`config.mk`:
```
export PLATFORM = sky130hd
export DESIGN_NAME = cpu_sequencer
export DESIGN_NICKNAME = d
export VERILOG_FILES = /design/src/rtl/cpu_pkg.sv /design/src/rtl/cpu_op_class.sv /design/src/rtl/cpu_sequencer.sv
export SDC_FILE = /design/constraint.sdc
export NUM_CORES = 1
export LEC_CHECK = 0
export ABC_CLOCK_PERIOD_IN_PS = 2400
export CAP_MARGIN = 5
export CELL_PAD_IN_SITES_DETAIL_PLACEMENT = 1
export CELL_PAD_IN_SITES_GLOBAL_PLACEMENT = 1
export CORE_ASPECT_RATIO = 1.5
export CORE_MARGIN = 10
export CORE_UTILIZATION = 35
export CTS_CLUSTER_DIAMETER = 200
export CTS_CLUSTER_SIZE = 8
export DETAILED_ROUTE_END_ITERATION = 10
export PLACE_DENSITY_LB_ADDON = 0.1
export RECOVER_POWER = 100
export SETUP_SLACK_MARGIN = 0.4
export SLEW_MARGIN = 0
export SYNTH_ARGS = -nofsm -noshare
export SYNTH_HDL_FRONTEND = slang
export SYNTH_SLANG_ARGS = --single-unit
```
`constraint.sdc`:
```
create_clock -name clk -period 2.4 [get_ports clk]
set_input_delay 0.36 -clock clk [delete_from_list [all_inputs] [get_ports clk]]
set_output_delay 0.36 -clock clk [all_outputs]
set_load 0.02 [all_outputs]
```
`src/rtl/cpu_pkg.sv`:
```
// Shared encodings for the RV32I multi-cycle sequencer: opcodes, FSM states,
// opcode classes and the pc_sel / wb_sel mux codes used by the datapath.
package cpu_pkg;

  localparam logic [6:0] OP_R      = 7'b0110011;
  localparam logic [6:0] OP_IALU   = 7'b0010011;
  localparam logic [6:0] OP_LUI    = 7'b0110111;
  localparam logic [6:0] OP_AUIPC  = 7'b0010111;
  localparam logic [6:0] OP_JAL    = 7'b1101111;
  localparam logic [6:0] OP_JALR   = 7'b1100111;
  localparam logic [6:0] OP_LOAD   = 7'b0000011;
  localparam logic [6:0] OP_STORE  = 7'b0100011;
  localparam logic [6:0] OP_BRANCH = 7'b1100011;
  localparam logic [6:0] OP_SYSTEM = 7'b1110011;

  typedef enum logic [2:0] {
    ST_RESET, ST_FETCH, ST_DECODE, ST_EXEC, ST_MEM, ST_WB, ST_HALT
  } state_t;

  typedef enum logic [3:0] {
    CLS_R, CLS_IALU, CLS_LUI, CLS_AUIPC, CLS_JAL, CLS_JALR,
    CLS_LOAD, CLS_STORE, CLS_BRANCH, CLS_SYSTEM, CLS_NOP
  } op_class_t;

  localparam logic [1:0] PC_SEL_PLUS4 = 2'd0;
  localparam logic [1:0] PC_SEL_IMM   = 2'd1;
  localparam logic [1:0] PC_SEL_ALU   = 2'd2;

  localparam logic [1:0] WB_SEL_ALU   = 2'd0;
  localparam logic [1:0] WB_SEL_MEM   = 2'd1;
  localparam logic [1:0] WB_SEL_PC4   = 2'd2;

endpackage

```
`src/rtl/cpu_op_class.sv`:
```
// Combinational opcode classifier; anything outside the ten known classes is
// reported as NOP with the illegal flag raised.
module cpu_op_class
  import cpu_pkg::*;
(
  input  logic [6:0] opcode,
  input  logic [2:0] funct3,
  output op_class_t  op_class,
  output logic       illegal
);

  // funct3 is carried for future branch/load qualification
  logic funct3_unused;
  assign funct3_unused = ^funct3;

  always_comb begin
    op_class = CLS_NOP;
    illegal  = 1'b0;
    case (opcode)
      OP_R:      op_class = CLS_R;
      OP_IALU:   op_class = CLS_IALU;
      OP_LUI:    op_class = CLS_LUI;
      OP_AUIPC:  op_class = CLS_AUIPC;
      OP_JAL:    op_class = CLS_JAL;
      OP_JALR:   op_class = CLS_JALR;
      OP_LOAD:   op_class = CLS_LOAD;
      OP_STORE:  op_class = CLS_STORE;
      OP_BRANCH: op_class = CLS_BRANCH;
      OP_SYSTEM: op_class = CLS_SYSTEM;
      default:   illegal  = 1'b1;
    endcase
  end

endmodule

```
`src/rtl/cpu_sequencer.sv`:
```
// Multi-cycle RV32I control FSM with retired-instruction counter.
// Optional CPU_SEQ_ILLEGAL_TRAP_EN: unknown opcodes halt with trap instead of NOP.
module cpu_sequencer
  import cpu_pkg::*;
#(
  parameter int CNT_W = 32
) (
  input  logic             clk,
  input  logic             rst,
  output logic             imem_req,
  input  logic             imem_ready,
  output logic             dmem_req,
  output logic             dmem_we,
  input  logic             dmem_ready,
  input  logic [6:0]       opcode,
  input  logic [2:0]       funct3,
  input  logic             br_taken,
  output logic             ir_we,
  output logic             pc_we,
  output logic [1:0]       pc_sel,
  output logic             alu_src_a,
  output logic             alu_src_b,
  output logic             reg_we,
  output logic [1:0]       wb_sel,
  output logic             halt,
  output logic             trap,
  output logic [CNT_W-1:0] retire_cnt
);

  state_t    state, next_state;
  op_class_t cls_q, cls_dec;
  logic      illegal_dec;
  logic      trap_q;

  cpu_op_class u_op_class (
    .opcode   (opcode),
    .funct3   (funct3),
    .op_class (cls_dec),
    .illegal  (illegal_dec)
  );

  always_ff @(posedge clk or posedge rst) begin
    if (rst) begin
      state <= ST_RESET;
      cls_q <= CLS_NOP;
    end else begin
      state <= next_state;
      if (state == ST_DECODE) cls_q <= cls_dec;
    end
  end

`ifdef CPU_SEQ_ILLEGAL_TRAP_EN
  always_ff @(posedge clk or posedge rst) begin
    if (rst)                                   trap_q <= 1'b0;
    else if (state == ST_DECODE && illegal_dec) trap_q <= 1'b1;
  end
`else
  logic illegal_unused;
  assign illegal_unused = illegal_dec;
  assign trap_q         = 1'b0;
`endif

  always_ff @(posedge clk or posedge rst) begin
    if (rst)        retire_cnt <= '0;
    else if (pc_we) retire_cnt <= retire_cnt + CNT_W'(1);
  end

  always_comb begin
    next_state = state;
    case (state)
      ST_RESET:  next_state = ST_FETCH;
      ST_FETCH:  if (imem_ready) next_state = ST_DECODE;
      ST_DECODE: begin
        if (cls_dec == CLS_SYSTEM) next_state = ST_HALT;
`ifdef CPU_SEQ_ILLEGAL_TRAP_EN
        else if (illegal_dec)      next_state = ST_HALT;
`endif
        else                       next_state = ST_EXEC;
      end
      ST_EXEC: begin
        case (cls_q)
          CLS_LOAD, CLS_STORE:  next_state = ST_MEM;
          CLS_BRANCH, CLS_NOP:  next_state = ST_FETCH;
          default:              next_state = ST_WB;
        endcase
      end
      ST_MEM:    if (dmem_ready) next_state = (cls_q == CLS_STORE) ? ST_FETCH : ST_WB;
      ST_WB:     next_state = ST_FETCH;
      ST_HALT:   next_state = ST_HALT;
      default:   next_state = ST_RESET;
    endcase
  end

  always_comb begin
    imem_req  = 1'b0;
    dmem_req  = 1'b0;
    dmem_we   = 1'b0;
    ir_we     = 1'b0;
    pc_we     = 1'b0;
    pc_sel    = PC_SEL_PLUS4;
    alu_src_a = 1'b0;
    alu_src_b = 1'b0;
    reg_we    = 1'b0;
    wb_sel    = WB_SEL_ALU;
    halt      = 1'b0;
    trap      = 1'b0;
    // ALU operand muxes stay stable from EXEC until the instruction retires
    if (state == ST_EXEC || state == ST_MEM || state == ST_WB) begin
      alu_src_a = (cls_q == CLS_AUIPC) || (cls_q == CLS_JAL) || (cls_q == CLS_BRANCH);
      alu_src_b = !((cls_q == CLS_R) || (cls_q == CLS_BRANCH));
    end
    case (state)
      ST_FETCH: begin
        imem_req = 1'b1;
        ir_we    = imem_ready;
      end
      ST_EXEC: begin
        if (cls_q == CLS_BRANCH) begin
          pc_we  = 1'b1;
          pc_sel = br_taken ? PC_SEL_IMM : PC_SEL_PLUS4;
        end else if (cls_q == CLS_NOP) begin
          pc_we  = 1'b1;
        end
      end
      ST_MEM: begin
        dmem_req = 1'b1;
        dmem_we  = (cls_q == CLS_STORE);
        pc_we    = (cls_q == CLS_STORE) && dmem_ready;
      end
      ST_WB: begin
        reg_we = 1'b1;
        pc_we  = 1'b1;
        case (cls_q)
          CLS_LOAD: wb_sel = WB_SEL_MEM;
          CLS_JAL:  begin wb_sel = WB_SEL_PC4; pc_sel = PC_SEL_IMM; end
          CLS_JALR: begin wb_sel = WB_SEL_PC4; pc_sel = PC_SEL_ALU; end
          default:  wb_sel = WB_SEL_ALU;
        endcase
      end
      ST_HALT: begin
        halt = 1'b1;
        trap = trap_q;
      end
      default: ;
    endcase
  end

endmodule

```
==> flow_summary.toml, run 1 <==
[status]
status = "complete, no violations"

[run]
drv_cap = 0

[worst_setup_path]
worstSetupEndpointType = "output port"
startpoint_type = "register"
arrival_ns = 1.78
crit_fanout = 4
r2r_slack_ns = 0.32
cp.required_ns = 2.04
r2r-start = "state[1]"
r2r_cells = 8
reg2reg_to = "retire_cnt[7]"
worst-setup-path-type = "reg2out"

[timing]
setup_viol = 0
fin_ws_ns = 0.259
final.min_clock_period_ns = 2.14
slew_headroom = 0.325
hold_violations = 0
slew_violations = 0
rsz0062_at_grt = "yes"
tns_ns = 0
finClkSkew_ns = 0.00798
max_freq_mhz = 467
final.period_utilization = 0.892
worst_pin_slew_ns = 1.01

[yosys]
synth_seq_area_share = 0.476
avgSynthCellArea_um2 = 10.1
synth_cell_types = 43
synth_flop_cell = "dfrtp_1"
syn_nets = 219
ys_warn_count = 0
synthArstFlopShare = 1.00
syn-instance-count = 203
netlist_area_mm2 = 0.00206
synth_edf_count = 0
ys_ff_latch = 39

[finish]
drive_gt1_frac = 0.124
syn_to_final_growth_pct = 40.9
final_util = 0.505
antenna_cells = 0
nets = 290

[power_and_ir_drop]
p_int_uw = 1590
seqPwrFrac = 0.368
switchingPower_uw = 886
clkPwrFrac = 0.264
power_frac_comb = 0.368
p_per_area_mw_per_mm2 = 854
power_leakage_uw = 0.00129
vdd_drop_max_v = 0.000381
netSwitchingFraction = 0.358

[cts]
clk_root_buffer_cell = "clkbuf_8"
clock_path_buffers = 2
numCtsBuffers = 5
cts.htree.levels = 2
cts_tree = "yes"
numClockSinks = 39
path_clk_slew_ns = 0.08
clk_latency_ns = 0.29

[route]
drtAntennaViolNets = 0
drc = 0
firstDrtPassIters = 4
drt_iter0_drc = 95
wire_per_inst_um = 16.3
vias = 1767
avgViaCountPerCell = 5.09
drt-total-wl_um = 5640

[place]
routabilityCongestion = 0.727
dp_hpwl_um = 4200
place_ws_ns = -0.0250
portBuffers = 56

[hold_path]
hold_depth = 1
min_from = "retire_cnt[31]"
hp-class = "reg2reg"
min_to = "retire_cnt[31]"

[floorplanning]
ios = 61
rows = 34
dieArea_mm2 = 0.00941
core_mm2 = 0.00574
die_h_um = 114
die_w_um = 82.6
start_util = 0.358

[global_route]
grt_use_total = 0.123
grt_pass1_wl_um = 9270
grt_overflow = 0
antenna_found_initial = 0
grt_max_degree = 40
grt_pass1_vias = 1883
[worst max-delay path, stage by stage (launching register included)]
cell and delay (ns):
dfrtp_1 0.39, clkbuf_1 0.13, nand3b_1 0.23, nor3_1 0.20
and2_1 0.15, clkdlybuf4s25_1 0.38
[layout by cell type, fill, tap and decap left out, types with 2 or more instances in the layout]
cell type and n:
and4_1 4, o41ai_1 3, nand2_1 18, clkdlybuf4s50_1 8, dfrtp_1 34, and3_1 9
dlygate4sd3_1 34, o21ai_0 6, dfstp_2 2, buf_12 2, nor3b_1 2, dfrtp_2 3
a21oi_1 7, buf_4 7, nand2b_1 2, nand4_1 10, nor3_1 6, nand4b_1 2
nand3_1 13, nand2b_4 2, clkbuf_1 12, clkbuf_8 5, nand3b_1 2, a31oi_1 3
xor2_1 4, inv_1 6, xnor2_1 29, bufinv_16 2, dlygate4sd2_1 6, nor2_1 7
[cell usage after synthesis, drive strengths merged, types with 3 or more instances]
cell type	number	share of area
dfrtp	37	0.45
a21oi	8	0.023
nor3	6	0.015
o21ai	6	0.015
and3	10	0.030
clkbuf	4	0.0079
a31oi	3	0.0091
nand2b	4	0.017
and4	4	0.017
nand4	11	0.040
inv	6	0.011
nor3b	3	0.011
xnor2	29	0.12
o41ai	3	0.013
nor2	8	0.015
nand2	18	0.033
buf	6	0.022
xor2	4	0.017
nand3	13	0.032
[registers in the layout, summed over array words and instances (netlist names)]
name        cells
cls_q           4
retire_cnt     32
state           3
[kinds of logic after synthesis]
family          after synthesis  share of synthesized area
simple gates                 86                      0.241
flops                        39                      0.476
xor+xnor                     33                      0.141
compound gates               25                     0.0840
buf+inv                      16                     0.0407
mux                           2                     0.0103
fa+ha+maj                     1                    0.00608
other cells                   1                    0.00182
[final cells by class]
cell class	instances	area, um^2
multi-input combinational	148	998
tap	72	90.1
inverter	6	22.5
clock inverter	2	60.1
sequential	39	982
fill	656	2850
timing repair buffer	74	672
clock buffer	6	72.6
[routing by layer]
| metal | track usage | vias up | share of wire |
|---|---|---|---|
| met5 | 0 | - | 0 |
| met4 | 0.0370 | 0 | 0.013 |
| met3 | 0.0362 | 6 | 0.070 |
| met2 | 0.214 | 39 | 0.53 |
| met1 | 0.138 | 868 | 0.39 |
| li1 | - | 854 | - |
[per-stage QoR]
| stage | cells | hold slack (ns) | power, uW | cell area (um^2) |
|---|---|---|---|---|
| 2_1_floorplan | 203 | 0.458 | 1440 | 2060 |
| 3_3_place_gp | 330 | 0.465 | 1860 | 2740 |
| 3_5_place_dp | 330 | 0.475 | 1860 | 2740 |
| 4_1_cts | 344 | 0.491 | 2540 | 2940 |
| 5_1_grt | 347 | 0.509 | 2640 | 2900 |
| 6_report | 347 | 0.480 | 2470 | 2900 |
[how the worst max path moves through the flow]
stage	start	endpoint	slack (ns)	cells after the start
finish	state[1]	pc_sel[1]	0.26	5
detailed placement	dmem_ready	pc_we	-0.03	5
global route	state[1]	pc_sel[1]	0.16	5
CTS	cls_q[1]	pc_we	0.30	4
global placement	dmem_ready	pc_we	-0.03	5
floorplan	cls_q[1]	retire_cnt[29]	0.43	8
[power groups by stage]
stage / Clock, uW / Combinational (uW) / Sequential (uW)
after floorplan: 0 / 524 / 916
after global placement: 0 / 923 / 932
after detailed placement: 0 / 925 / 937
after CTS: 673 / 947 / 920
after global routing: 709 / 996 / 935
final: 653 / 912 / 910
[timing repair]
action	CTS	global route
hold buffers	0	0
endpoints found under the setup margin	23	25
resized for setup	38	13
gates cloned	1	0
buffers inserted	5	3
pin swaps	2	2
(Power assumes the default switching activity.)
==> run 2: changes to the inputs <==
--- a/config.mk
+++ b/config.mk
@@ -15,7 +15,8 @@
 export CTS_CLUSTER_DIAMETER = 200
 export CTS_CLUSTER_SIZE = 8
 export DETAILED_ROUTE_END_ITERATION = 10
-export PLACE_DENSITY_LB_ADDON = 0.1
+export GPL_TIMING_DRIVEN = 0
+export PLACE_DENSITY = 0.91
 export RECOVER_POWER = 100
 export SETUP_SLACK_MARGIN = 0.4
 export SLEW_MARGIN = 0
==> flow_summary.toml, run 2 (synthesized netlist as in run 1, its figures left out) <==
[worst_setup_path]
r2r_cells = 8
r2r-start = "cls_q[1]"
reg2reg_to = "retire_cnt[19]"
cp.required_ns = 2.04
arrival_ns = 1.71
r2r_slack_ns = 0.35
worstSetupEndpointType = "output port"
crit_fanout = 9
startpoint_type = "register"
worst-setup-path-type = "reg2out"

[cts]
cts_tree = "yes"
clk_root_buffer_cell = "clkbuf_8"
numClockSinks = 39
clk_latency_ns = 0.29
cts.htree.levels = 2
path_clk_slew_ns = 0.08
numCtsBuffers = 5
clock_path_buffers = 2

[hold_path]
min_to = "retire_cnt[31]"
hold_depth = 1
min_from = "retire_cnt[31]"
hp-class = "reg2reg"

[global_route]
antenna_found_initial = 0
grt_max_degree = 40
grt_pass1_vias = 1999
grt_use_total = 0.132
grt_overflow = 0
grt_pass1_wl_um = 9960

[power_and_ir_drop]
p_per_area_mw_per_mm2 = 815
vdd_drop_max_v = 0.000348
finalPower_uw = 2420
power_leakage_uw = 0.00133

[floorplanning]
die_h_um = 114
dieArea_mm2 = 0.00941
die_w_um = 82.6
core_mm2 = 0.00574
rows = 34
start_util = 0.358
ios = 61

[timing]
max_freq_mhz = 483
rsz0062_at_grt = "yes"
finClkSkew_ns = 0.00799
hold_violations = 0
slew_violations = 40
slew_headroom = -0.00395
setup_viol = 0
worst_pin_slew_ns = 1.50
final.min_clock_period_ns = 2.07
final.period_utilization = 0.863

[finish]
finalNonFillerCells = 345
final_util = 0.517
top_regs = "retire_cnt: 32 flops, cls_q: 4 flops, state: 3 flops"
final_cell_mix = "dfrtp_1 (33), dlygate4sd3_1 (33), xnor2_1 (26)"
antenna_cells = 0
syn_to_final_growth_pct = 44.3
nets = 288
largest_reg_flops = 32
regMostFlops = "retire_cnt"
drive_gt1_frac = 0.187

[place]
portBuffers = 55
placed_cells = 330
dp_hpwl_um = 4380
routabilityCongestion = 0.868

[status]
violations = "max-capacitance violations, max-slew violations"
status = "finished with violations"

[route]
vias = 1808
wire_per_inst_um = 17.9
firstDrtPassIters = 4
drtAntennaViolNets = 0
drc = 0
drt-total-wl_um = 6180
drt_iter0_drc = 57
avgViaCountPerCell = 5.24

[run]
drv_cap = 1
[run 2: cell count changes in the layout (fill, tap and decap cells not counted), moves of 3 or more]
| cell | change |
|---|---|
| xnor2_2 | +3 |
| nand3_1 | -3 |
| buf_6 | +4 |
| clkbuf_1 | -5 |
| xnor2_1 | -3 |
[run 2: metrics by stage]
stage          hold slack, ns  worst slack (ns)  setup TNS (ns)  cell area, um^2
2_1_floorplan           0.458             0.431               0             2060
3_3_place_gp            0.458            -0.234          -0.234             2700
3_5_place_dp            0.474            -0.242          -0.242             2700
4_1_cts                 0.485             0.182               0             2920
5_1_grt                 0.517             0.142               0             2970
6_report                0.470             0.328               0             2970
[run 2: worst max path at each step]
| stage | start | to | slack (ns) | cells after the start |
|---|---|---|---|---|
| 2_1_floorplan | cls_q[1] | retire_cnt[29] | 0.43 | 8 |
| 5_1_grt | state[0] | ir_we | 0.14 | 5 |
| 4_1_cts | cls_q[1] | pc_we | 0.18 | 6 |
| 3_5_place_dp | dmem_ready | pc_we | -0.24 | 6 |
| 3_3_place_gp | dmem_ready | pc_we | -0.23 | 6 |
| 6_report | state[0] | wb_sel[1] | 0.33 | 4 |
[run 2: worst max-delay path, cell delays in order (launching register included)]
cell and delay (ns):
dfrtp_1 0.32, clkbuf_1 0.28, nand3b_1 0.22, nor3_2 0.18, clkdlybuf4s25_1 0.41
[run 2: routing by layer]
metal  GRT usage  part of all wire  vias to the layer above
met4      0.0392             0.018                        0
met1       0.136              0.35                      896
met2       0.243              0.56                       54
met5           0                 0                        -
li1            -                 -                      849
met3      0.0394             0.075                        9
[run 2: report_power, final]
group          switching (uW)  total [uW]  internal, uW
sequential                120         887           767
combinational             570         988           418
clock                     236         545           309
total                     925        2420          1500
[run 2: area by class of cell]
type	count	area, um^2
Clock inverter	3	43.8
Buffer	10	76.3
Timing Repair Buffer	62	581
Multi-Input combinational cell	148	1100
Sequential cell	39	983
Inverter	6	22.5
Fill cell	634	2770
Tap cell	72	90.1
Clock buffer	5	68.8
[run 2: timing repair]
action | in CTS | in global routing
hold buffers | 0 | 0
pin swaps | 9 | 12
setup buffers | 3 | 3
endpoints found under the setup margin | 36 | 34
gates cloned | 1 | 0
gates resized for setup | 52 | 32
==> run 3: changes to the inputs <==
--- a/config.mk
+++ b/config.mk
@@ -5,6 +5,7 @@
 export SDC_FILE = /design/constraint.sdc
 export NUM_CORES = 1
 export LEC_CHECK = 0
+export ABC_AREA = 1
 export ABC_CLOCK_PERIOD_IN_PS = 2400
 export CAP_MARGIN = 5
 export CELL_PAD_IN_SITES_DETAIL_PLACEMENT = 1
@@ -15,8 +16,7 @@
 export CTS_CLUSTER_DIAMETER = 200
 export CTS_CLUSTER_SIZE = 8
 export DETAILED_ROUTE_END_ITERATION = 10
-export GPL_TIMING_DRIVEN = 0
-export PLACE_DENSITY = 0.91
+export PLACE_DENSITY = 0.93
 export RECOVER_POWER = 100
 export SETUP_SLACK_MARGIN = 0.4
 export SLEW_MARGIN = 0
==> flow_summary.toml, run 3 <==
[worst_setup_path]
reg2reg_to = "retire_cnt[8]"
worstSetupEndpointType = "output port"
r2r-start = "state[2]"
cp.required_ns = 2.04
arrival_ns = 1.75
worst-setup-path-type = "reg2out"
r2r_slack_ns = 0.45
r2r_cells = 9
startpoint_type = "register"
crit_fanout = 5

[route]
drtAntennaViolNets = 0
firstDrtPassIters = 4
vias = 3130
drc = 0
wire_per_inst_um = 15.1
avgViaCountPerCell = 5.02
drt-total-wl_um = 9400
drt_iter0_drc = 91

[finish]
syn_to_final_growth_pct = 29.2
multi_input_comb_area_mm2 = 0.00156
final_util = 0.467
regArea_um2 = 980
top_regs = "retire_cnt: 32 flops, cls_q: 4 flops, state: 3 flops"
final_cell_mix = "nand2_1 (214), nor2_1 (73), inv_1 (50)"
final_common_cell = "nand2_1"
regMostFlops = "retire_cnt"
nets = 537
drive_gt1_frac = 0.0498
num-fill-cells = 1091
stdcell_area_mm2 = 0.00360
antenna_cells = 0
largest_reg_flops = 32

[yosys]
synth_edf_count = 0
synth_flop_cell = "dfrtp_1"
ys_ff_latch = 39
yosys.area.top_type = "dfrtp_1"
synth_common_cells = "nand2_1 (213), nor2_1 (74), inv_1 (49)"
synth.area.top_cells = "dfrtp_1 (33%), nand2_1 (29%), nor2_1 (10%)"
syn-instance-count = 462
synth_cell_types = 27
synth.most_common_cell = "nand2_1"
syn_nets = 478
synth_top_area_share = 0.332
ys_warn_count = 0
avgSynthCellArea_um2 = 6.03
synth_seq_area_share = 0.351
netlist_area_mm2 = 0.00279
synthArstFlopShare = 1.00

[hold_path]
hp-class = "reg2reg"
hold_depth = 2
min_from = "cls_q[1]"
min_to = "cls_q[1]"

[timing]
hold_violations = 0
final.min_clock_period_ns = 2.11
worst_pin_slew_ns = 1.02
rsz0062_at_grt = "yes"
final.period_utilization = 0.881
tns_ns = 0
finClkSkew_ns = 0.00421
max_freq_mhz = 473
slew_headroom = 0.320
slew_violations = 0
hold_ws_ns = 0.541
setup_viol = 0

[floorplanning]
dieArea_mm2 = 0.0120
core_mm2 = 0.00771
start_util = 0.361
rows = 39
die_w_um = 92.8
ios = 61
die_h_um = 129

[cts]
clk_root_buffer_cell = "clkbuf_16"
clock_path_buffers = 2
cts_tree = "yes"
numClockSinks = 39
clk_latency_ns = 0.29
path_clk_slew_ns = 0.06
numCtsBuffers = 5
cts.htree.levels = 2

[global_route]
antenna_found_initial = 0
grt_overflow = 0
grt_max_degree = 40
grt_use_total = 0.162
grt_pass1_vias = 3344
grt_pass1_wl_um = 15800

[place]
routabilityCongestion = 0.958
dp_hpwl_um = 7370
dpl-instance-area_mm2 = 0.00343
portBuffers = 56

[power_and_ir_drop]
vdd_drop_max_v = 0.000450
p_per_area_mw_per_mm2 = 786
power_leakage_uw = 0.00183
finalPower_uw = 2830

[status]
status = "complete, no violations"

[run]
drv_cap = 0
[run 3: worst max path at each step]
stage	start	endpoint	slack (ns)	cells past startpoint
after floorplan	state[1]	wb_sel[1]	0.51	5
after global placement	state[2]	alu_src_a	0.31	6
after detailed placement	dmem_ready	retire_cnt[29]	0.26	9
after CTS	state[1]	pc_sel[0]	0.27	6
after global routing	state[2]	alu_src_a	0.18	6
final	state[2]	alu_src_a	0.29	6
[run 3: kinds of logic (layout without fill, tap and decap cells)]
kind of cell,after synthesis,after routing,synth area share
fa+ha+maj,1,1,0.00449
simple gates,331,331,0.478
buf+inv,60,120,0.0930
other cells,1,1,0.00135
compound gates,18,18,0.0346
flops,39,39,0.351
xor+xnor,12,12,0.0377
[run 3: what timing repair did]
item / CTS / global route
setup buffers: 0 / 2
resized for setup: 31 / 18
hold buffers: 0 / 0
endpoints found under the setup margin: 38 / 36
pin swaps: 0 / 1
[run 3: metrics by stage]
stage | cells | setup slack, ns
CTS | 622 | 0.274
global route | 624 | 0.178
floorplan | 462 | 0.510
detailed placement | 614 | 0.255
finish | 624 | 0.287
global placement | 614 | 0.307
[run 3: per-layer routing]
metal / GRT usage / vias up / part of all wire / wire length, um
met2: 0.325 / 67 / 0.56 / 5250
met4: 0.0701 / 0 / 0.031 / 295
met5: 0 / - / 0 / 0
met1: 0.145 / 1508 / 0.36 / 3340
met3: 0.0422 / 25 / 0.054 / 504
li1: - / 1530 / - / -
[run 3: critical path: stages, from the launching register on]
cell and delay (ns):
dfrtp_1 0.41, inv_1 0.08, nand2_1 0.09, nor2_1 0.29, a21oi_1 0.13, a31oi_1 0.20, clkbuf_1 0.26
[run 3: final cells by class]
type,count,area share
multi-input combinational,363,0.433
sequential,39,0.272
timing repair buffer,60,0.152
inverter,52,0.0549
clock buffer,6,0.0358
tap,102,0.0355
clock inverter,2,0.0167
[run 3: power by group]
part | switching, uW | leakage [uW] | internal (uW) | total [uW]
Sequential | 121 | 0.000527 | 761 | 882
Combinational | 761 | 0.00121 | 318 | 1080
Clock | 273 | 0.0000911 | 596 | 869
Total | 1160 | 0.00183 | 1670 | 2830
